### config.mk
export PLATFORM = sky130hd
export DESIGN_NAME = fix_parser_field_ctrl
export DESIGN_NICKNAME = d
export VERILOG_FILES = /design/src/rtl/fix_parser_field_ctrl.sv
export SDC_FILE = /design/constraint.sdc
export NUM_CORES = 1
export LEC_CHECK = 0
export CAP_MARGIN = 20
export CORE_MARGIN = 2
export CORE_UTILIZATION = 25
export DETAILED_ROUTE_END_ITERATION = 10
export PLACE_DENSITY = 0.38
export RECOVER_POWER = 25
export SYNTH_ARGS = -nofsm -noshare
export SYNTH_HDL_FRONTEND = slang
export SYNTH_SLANG_ARGS = --single-unit
### constraint.sdc
create_clock -name clk -period 10.9 [get_ports clk]
set_clock_uncertainty 0.2 [all_clocks]
set_input_delay 1.635 -clock clk [delete_from_list [all_inputs] [get_ports clk]]
set_output_delay 1.635 -clock clk [all_outputs]
set_load 0.02 [all_outputs]
### src/rtl/fix_parser_field_ctrl.sv
// FIX byte-stream front end: strips '='/SOH, strobes tag/value bytes, frames messages, checks checksum.
// All outputs registered one cycle after the accepted byte; ready drops for the single post-checksum cycle.
module fix_parser_field_ctrl #(
  parameter int         MAX_TAG_LEN   = 4,
  parameter int         MAX_VALUE_LEN = 32,
  parameter logic [7:0] SOH_CHAR      = 8'h01,
  parameter logic [7:0] EQ_CHAR       = 8'h3D
) (
  input  logic        clk,
  input  logic        rst,
  input  logic [7:0]  data_i,
  input  logic        in_valid_i,
  output logic        in_ready_o,
  output logic [7:0]  data_o,
  output logic        start_tag_o,
  output logic        start_value_o,
  output logic [13:0] tag_num_o,
  output logic        field_done_o,
  output logic        msg_start_o,
  output logic        msg_end_o,
  output logic        checksum_ok_o,
  output logic        error_o
);

  localparam int TLW = $clog2(MAX_TAG_LEN + 1);
  localparam int VLW = $clog2(MAX_VALUE_LEN + 1);

  typedef enum logic [2:0] {
    S_IDLE,
    S_TAG,
    S_VALUE,
    S_DRAIN,
    S_DONE
  } state_t;

  state_t           state, state_nx;
  logic             in_msg, in_msg_nx;
  logic [7:0]       sum, sum_nx;
  logic [7:0]       base, base_nx;
  logic [13:0]      tag_num, tag_num_nx;
  logic [TLW-1:0]   tag_len, tag_len_nx;
  logic [VLW-1:0]   val_len, val_len_nx;
  logic [9:0]       val_num, val_num_nx;
  logic             val_digits, val_digits_nx;
  logic             ok_pend, ok_pend_nx;

  logic [7:0]       data_nx;
  logic             ready_nx, tag_stb_nx, val_stb_nx;
  logic             field_done_nx, msg_start_nx, msg_end_nx, checksum_ok_nx, error_nx;

  logic             accept;
  logic             is_digit;
  logic [3:0]       digit;
  logic [13:0]      tag_mac;
  logic [9:0]       val_mac;

  assign accept    = in_valid_i & in_ready_o;
  assign is_digit  = (data_i >= 8'h30) && (data_i <= 8'h39);
  assign digit     = data_i[3:0];
  assign tag_mac   = tag_num * 14'd10 + {10'd0, digit};
  assign val_mac   = val_num * 10'd10 + {6'd0, digit};
  assign tag_num_o = tag_num;

  always_ff @(posedge clk) begin
    if (rst) begin
      state         <= S_IDLE;
      in_msg        <= 1'b0;
      sum           <= '0;
      base          <= '0;
      tag_num       <= '0;
      tag_len       <= '0;
      val_len       <= '0;
      val_num       <= '0;
      val_digits    <= 1'b0;
      ok_pend       <= 1'b0;
      in_ready_o    <= 1'b1;
      data_o        <= '0;
      start_tag_o   <= 1'b0;
      start_value_o <= 1'b0;
      field_done_o  <= 1'b0;
      msg_start_o   <= 1'b0;
      msg_end_o     <= 1'b0;
      checksum_ok_o <= 1'b0;
      error_o       <= 1'b0;
    end else begin
      state         <= state_nx;
      in_msg        <= in_msg_nx;
      sum           <= sum_nx;
      base          <= base_nx;
      tag_num       <= tag_num_nx;
      tag_len       <= tag_len_nx;
      val_len       <= val_len_nx;
      val_num       <= val_num_nx;
      val_digits    <= val_digits_nx;
      ok_pend       <= ok_pend_nx;
      in_ready_o    <= ready_nx;
      data_o        <= data_nx;
      start_tag_o   <= tag_stb_nx;
      start_value_o <= val_stb_nx;
      field_done_o  <= field_done_nx;
      msg_start_o   <= msg_start_nx;
      msg_end_o     <= msg_end_nx;
      checksum_ok_o <= checksum_ok_nx;
      error_o       <= error_nx;
    end
  end

  always_comb begin
    state_nx       = state;
    in_msg_nx      = in_msg;
    sum_nx         = sum;
    base_nx        = base;
    tag_num_nx     = tag_num;
    tag_len_nx     = tag_len;
    val_len_nx     = val_len;
    val_num_nx     = val_num;
    val_digits_nx  = val_digits;
    ok_pend_nx     = ok_pend;
    data_nx        = data_o;
    tag_stb_nx     = 1'b0;
    val_stb_nx     = 1'b0;
    field_done_nx  = 1'b0;
    msg_start_nx   = 1'b0;
    msg_end_nx     = 1'b0;
    checksum_ok_nx = 1'b0;
    error_nx       = 1'b0;

    if (accept) begin
      sum_nx  = sum + data_i;
      data_nx = data_i;
    end

    case (state)
      S_IDLE: begin
        if (accept) begin
          if (is_digit) begin
            state_nx   = S_TAG;
            tag_num_nx = {10'd0, digit};
            tag_len_nx = TLW'(1);
            base_nx    = sum;
            tag_stb_nx = 1'b1;
          end else begin
            error_nx  = 1'b1;
            in_msg_nx = 1'b0;
            state_nx  = S_DRAIN;
          end
        end
      end

      S_TAG: begin
        if (accept) begin
          if (is_digit && (tag_len != TLW'(MAX_TAG_LEN))) begin
            tag_num_nx = tag_mac;
            tag_len_nx = tag_len + TLW'(1);
            tag_stb_nx = 1'b1;
          end else if (data_i == EQ_CHAR) begin
            state_nx      = S_VALUE;
            val_len_nx    = '0;
            val_num_nx    = '0;
            val_digits_nx = 1'b1;
          end else begin
            error_nx  = 1'b1;
            in_msg_nx = 1'b0;
            state_nx  = S_DRAIN;
          end
        end
      end

      S_VALUE: begin
        if (accept) begin
          if (data_i != SOH_CHAR) begin
            if (val_len == VLW'(MAX_VALUE_LEN)) begin
              error_nx  = 1'b1;
              in_msg_nx = 1'b0;
              state_nx  = S_DRAIN;
            end else begin
              val_stb_nx    = 1'b1;
              val_len_nx    = val_len + VLW'(1);
              val_num_nx    = val_mac;
              val_digits_nx = val_digits & is_digit;
            end
          end else begin
            state_nx = S_IDLE;
            if (val_len == '0) begin
              error_nx  = 1'b1;
              in_msg_nx = 1'b0;
            end else if (tag_num == 14'd8) begin
              // sum - base is exactly this field's bytes so far: restart the message sum from it
              msg_start_nx  = 1'b1;
              error_nx      = in_msg;
              field_done_nx = ~in_msg;
              in_msg_nx     = 1'b1;
              sum_nx        = sum + data_i - base;
            end else if (!in_msg) begin
              error_nx = 1'b1;
            end else if (tag_num == 14'd10) begin
              field_done_nx = 1'b1;
              ok_pend_nx    = (val_len == VLW'(3)) && val_digits && (val_num == {2'b00, base});
              state_nx      = S_DONE;
            end else begin
              field_done_nx = 1'b1;
            end
          end
        end
      end

      S_DRAIN: begin
        if (accept && (data_i == SOH_CHAR)) begin
          state_nx = S_IDLE;
        end
      end

      S_DONE: begin
        msg_end_nx     = 1'b1;
        checksum_ok_nx = ok_pend;
        in_msg_nx      = 1'b0;
        state_nx       = S_IDLE;
      end

      default: state_nx = S_IDLE;
    endcase

    ready_nx = (state_nx != S_DONE);
  end

endmodule

Word-level counts from Yosys, hierarchy flattened
Cells that the tools add are included.
{ "op_classes": {"n_addsub": 6, "n_mul": 2, "n_div": 0, "order_cmp": 2, "eq_ne": 27, "shift": 0, "n_mux": 84, "bitwise": 9, "n_reduce_logical": 18} }
{ "op_table": {"columns": ["cell", "n"], "rows": [
  ["two-way mux 10 bit", 6],
  ["two-way mux 14 bit", 4],
  ["two-way mux 8 bit", 6],
  ["two-way mux 3 bit", 15],
  ["two-way mux 1 bit", 37],
  ["two-way mux 6 bit", 6],
  ["== test 14 x 4 -> 1 bit (second input constant)", 2],
  ["one-hot mux 14 bit (2 select lines)", 1],
  ["inequality test 2 bit (second input constant)", 11],
  ["one-hot mux 10 bit (2 select lines)", 1],
  ["adder 14 x 4 -> 14 bit", 1],
  ["multiplier 14 x 3 -> 13 bit (second input constant)", 1],
  ["AND reduction 7 bit", 2],
  ["one-hot mux 3 bit (4 select lines)", 1],
  ["one-hot mux 6 bit (2 select lines)", 1],
  ["adder 10 x 4 -> 10 bit", 1],
  ["== test 10 x 8 -> 1 bit", 1],
  ["multiplier 10 x 3 -> 9 bit (second input constant)", 1],
  ["inequality test 3 bit (second input constant)", 3],
  ["AND reduction 9 bit", 1],
  ["adder 8 bit", 1],
  ["== test 8 x 1 -> 1 bit (second input constant)", 1],
  ["== test 8 x 6 -> 1 bit (second input constant)", 1],
  ["greater-or-equal comparator 8 x 6 -> 1 bit (second input constant)", 1],
  ["28 further kinds", 42]
]} }
{ "word_totals": {"ff_bits": 71, "latchBits": 0, "mem_bits_rw": 0, "rom_bits": 0, "in_bits": 11, "wordCells": 167, "memories": 0} }

Longest topological paths before layout
{ "depth": {"depth_word": 9, "mapped_depth": 15} }

Worst setup path before layout
No wires, ideal clock.
{ "synth_timing": {"path_type": "in2reg", "start": "in data_i[0]", "end": "reg sum[7]", "setup_time_ns": 0.132, "t_arrival_ns": 4.223, "slack_ns": 6.345, "cell_stages": 15, "n_path_buf": 0, "cell_sequence": "ha_1 > fa_1 > a21o_1 > a21oi_1 > o21bai_1 > a21oi_1 > xnor2_1 > ha_1 > or4_1 > o21ai_0 > a31oi_1 > xnor2_1 > mux2i_1 > a31o_1 > a21oi_1"} }
{ "synth_between": {"elab_chain_cells": 7} }
{ "synth_rtl": {"columns": ["item", "line_no", "source"], "rows": [
  ["start, declared", "11", "input logic [7:0] data_i,"],
  ["adder 8 bit", "129, 193", null],
  ["subtractor 8 bit or two-way mux 8 bit (tied branches)", "193, 128", null],
  ["two-way mux 8 bit", "187", "end else if (tag_num == 14'd8) begin"],
  ["two-way mux 8 bit", "184", "if (val_len == '0) begin"],
  ["two-way mux 8 bit", "171", "if (data_i != SOH_CHAR) begin"],
  ["two-way mux 8 bit", "170", "if (accept) begin"],
  ["two-way mux 8 bit *", "133", "case (state)"],
  ["end signal, assigned", "88", "sum <= sum_nx;"],
  ["end, declared", "38", "logic [7:0] sum, sum_nx;"]
]} }
Mark *: on every way between the ends. The rest lies on a longest branch, timed or not.
A chain may end at the register's enable or synchronous reset.

Worst setup path in the final report
Same ends and word-level chain as after synthesis.

==> results.txt <==
----------------------------------------------------
[Critical path]
  Highest cell delay on the worst timing path ... between 0.5 and 0.6 ns
  Crit-path most repeated cell ... sky130_fd_sc_hd__a21oi_1
  CP Max Fanout ... 5
  Data arrival at the endpoint of the critical path ... between 5 and 6 ns
  Reg-to-reg slack, setup ... a little over 7 ns
  Chain of cells forming the critical path ... clkdlybuf4s50_1, ha_1, fa_1, a21o_1, a21oi_1, o21bai_1, a21oi_1, xnor2_1, ha_1, or4_1, o21ai_0, a31oi_1, xnor2_1, mux2i_1, a31o_1, a21oi_1
  Startpoint of the lowest-slack register-to-register path ... sum[0]
  Startpoint Class ... input pin
  WP buf/inv ... 1
  Data required time of the worst path ... approximately 11 ns
  Endpoint of the lowest-slack register-to-register path ... sum[7]
  Cell class contributing the biggest share of worst-path delay ... compound AO/OA/AOI/OAI gates
  Critical-path top delay cell ... sky130_fd_sc_hd__clkdlybuf4s50_1
  Worst Path Class, Setup ... in -> reg
  Logic depth of the worst register-to-register path ... 15
  Critical Path Sink Type ... register

[Placed design]
  Port Buffer Count ... 40
  Final weighted congestion in routability-driven placement ... 0.807
  Worst setup timing slack at the placement stage ... roughly 5.4 ns
  Placed Cells ... about 900
  HPWL after DPL ... approximately 11 mm

[Timing]
  Actual slew at the worst max-slew pin ... 2.93 ns
  RSZ-0062 raised after global routing ... no
  Max-slew violation count ... slightly above 60
  Count of endpoints failing hold in the final timing report ... 0
  Maximum frequency from static timing analysis ... 189 MHz
  Setup-violating endpoint count in the final report ... 0
  Clock period minus worst slack ... about 5.3 ns
  Post-route worst hold slack ... around 0.26 ns
  Final sum of negative setup slack ... 0 ns
  Period Utilization, post-route ... 0.485
  Worst relative slew slack ... -0.952
  Final worst slack ... between 5 and 6 ns

[Worst hold path]
  Hold crit path type ... reg -> reg
  Destination of the worst hold path ... data_o[3]
  Hold Path Origin ... data_o[3]
  Number of instances on the worst hold path ... 2

[Synth]
  Most frequently used cell type in the post-synthesis netlist ... sky130_fd_sc_hd__dfxtp_1
  Synth unique cells ... 66
  List of most frequent post-synthesis cells ... sky130_fd_sc_hd__dfxtp_1, sky130_fd_sc_hd__nor2_1, sky130_fd_sc_hd__nand2_1
  Number of enable-type register cells in the synthesized netlist ... 0
  Leading cell types by total area after synthesis ... sky130_fd_sc_hd__dfxtp_1, sky130_fd_sc_hd__ha_1, sky130_fd_sc_hd__a21oi_1
  Part of the Yosys area used for sequential elements ... 0.282
  Count of synthesis-stage warnings from yosys ... 0
  Synthesized area per cell ... 8.32 um2
  Ys async rst share ... 0
  Primary FF master, synth ... sky130_fd_sc_hd__dfxtp_1
  Cell accounting for the most synthesized area ... sky130_fd_sc_hd__dfxtp_1
  Mapped Nets ... 678
  Yosys top cell area share ... 0.282
  Yosys reg bits ... slightly above 70
  Cell area after synthesis ... a little over 5000 um2
  Synthesized netlist cell count ... just over 600

[Cells and area]
  Number of standard cells in the layout, taps in and fillers out ... 911
  Share of final-layout standard cells stronger than drive strength 1 ... 0.0526
  Diodes inserted ... 0
  Area taken by flip-flops and latches ... about 1400 um2
  Area Overhead vs Synth ... 18.4%
  Area of combinational cells with multiple inputs ... ~3400 um2
  Number of nets in the layout ... between 700 and 800
  # fillers ... roughly 2200

[Routing]
  Total wire length after detailed routing ... about 15 mm
  Final routed DRC violation total ... 0
  Via count of the routed design ... ~4400
  DR iter-0 viols ... about 230
  Detail Route Antenna Nets ... 0
  Iteration count of the initial detailed-routing pass ... 4
  DR WL/cell ... 16.4 um
  Average via count per standard cell ... between 4 and 5

[Clock tree]
  Insertion delay to the later sink of the worst-skew pair ... approximately 0.34 ns
  Num CTS Buffers ... 9
  Clock tree from TritonCTS ... yes
  Post_cts resized ... 0
  Count of hold-fix buffers inserted at cts ... 0
  Clock tree root driver cell ... sky130_fd_sc_hd__clkbuf_16
  Clock sinks ... slightly above 70
  Level count of the clock H-tree ... 3
  Setup bufs post-CTS ... 0
  Clock transition at the register clock pins on the worst setup and hold paths after CTS ... roughly 0.06 ns
  Maximum buffer depth of the clock tree ... 2

[Die]
  Placeable core area ... between 15000 and 20000 um2
  Number of placement rows ... ~50
  Initial cell density of the core ... 0.257
  Die Y-Extent ... around 150 um
  Number of ports placed on the die boundary ... 41
  Die Outline Area ... around 21000 um2
  Die width ... 146 um

[GRT]
  Global route overflow ... 0
  Global-route wire length before repair ... 23.9 mm
  Largest net degree at the start of global routing ... between 60 and 70
  Via count of the first global-routing pass ... roughly 4300
  Total GRT Usage ... 0.143
  Antenna violations before repair ... 0

[Power and ir drop]
  Leakage dissipation ... between 2 and 2.5 nW
  Peak supply drop ... 72.0 uV
  Power density over cell area ... ~110 nW/um2
  Overall power of the completed layout ... 0.685 mW

[Outcome]
  Failing checks ... capacitance limit, slew limit
  Status ... finished with violations

[Job]
  Max cap viols ... 1

----------------------------------------------------
## registers in the layout, summed over array words and instances (netlist names), 3 cells and up
name       flops
base           8
data_o         8
state          3
sum            8
tag_len        3
tag_num_o     14
val_len        6
val_num       10
## metrics by stage
step	utilization	cell area (um2)
global placement	0.290	5700
global route	0.304	5970
finish	0.304	5970
detailed placement	0.290	5700
CTS	0.304	5980
floorplan	-	5050
## routing by layer
| metal | GRT usage | vias up | part of all wire |
|---|---|---|---|
| met2 | 0.216 | 68 | 0.43 |
| met4 | 0.0437 | 0 | 0.015 |
| li1 | - | 2243 | - |
| met1 | 0.206 | 2083 | 0.52 |
| met3 | 0.0263 | 13 | 0.036 |
| met5 | 0 | - | 0 |
## worst max-delay path by stage
stage | from | endpoint | slack [ns] | cells after the start
detailed placement | data_i[0] | sum[7] | 5.42 | 16
floorplan | data_i[0] | sum[7] | 6.34 | 15
finish | data_i[0] | sum[7] | 5.61 | 16
global route | rst | tag_num_o[13] | 5.30 | 5
global placement | data_i[0] | sum[7] | 5.46 | 16
CTS | data_i[0] | sum[7] | 5.77 | 16
## tightest hold or removal path, delay by kind of cell, from the launching register on
| kind | cells | cell delay (ns) |
|---|---|---|
| flops | 1 | 0.31 |
| compound gates | 1 | 0.05 |
| simple gates | 1 | 0.05 |
## kinds of logic after synthesis
logic type	count (synthesis)	share of synthesized area
AOI/OAI and AO/OA	134	0.173
and+or+nand+nor	228	0.229
muxes	17	0.0337
xor gates and xnor gates	50	0.0868
adders and majority gates	60	0.158
DFF	71	0.282
buffers and inverters	47	0.0382
## power breakdown
| part | leakage, nW | switching, mW | internal (mW) | total, mW |
|---|---|---|---|---|
| clock | 0.132 | 0.118 | 0.160 | 0.277 |
| sequential | 0.576 | 0.00857 | 0.267 | 0.275 |
| combinational | 1.66 | 0.0779 | 0.0550 | 0.133 |
## layout make-up
type	instances	area share
inverters	28	0.0176
flip-flops and latches	71	0.238
clock inverters	5	0.00565
repair buffers	42	0.0681
well taps	265	0.0555
clock buffers	11	0.0406
multi-input cells	489	0.575
## layout by cell type, fill, tap and decap left out, drive strengths merged, types with 18 or more instances in the layout
master / n
clkdlybuf4s50: 24
xnor2: 30
a21oi: 54
xor2: 20
nor3: 22
ha: 54
nor2: 65
inv: 28
nand3: 23
nand2: 58
o21ai: 18
dfxtp: 71
Power figures use the tool's default switching activity.
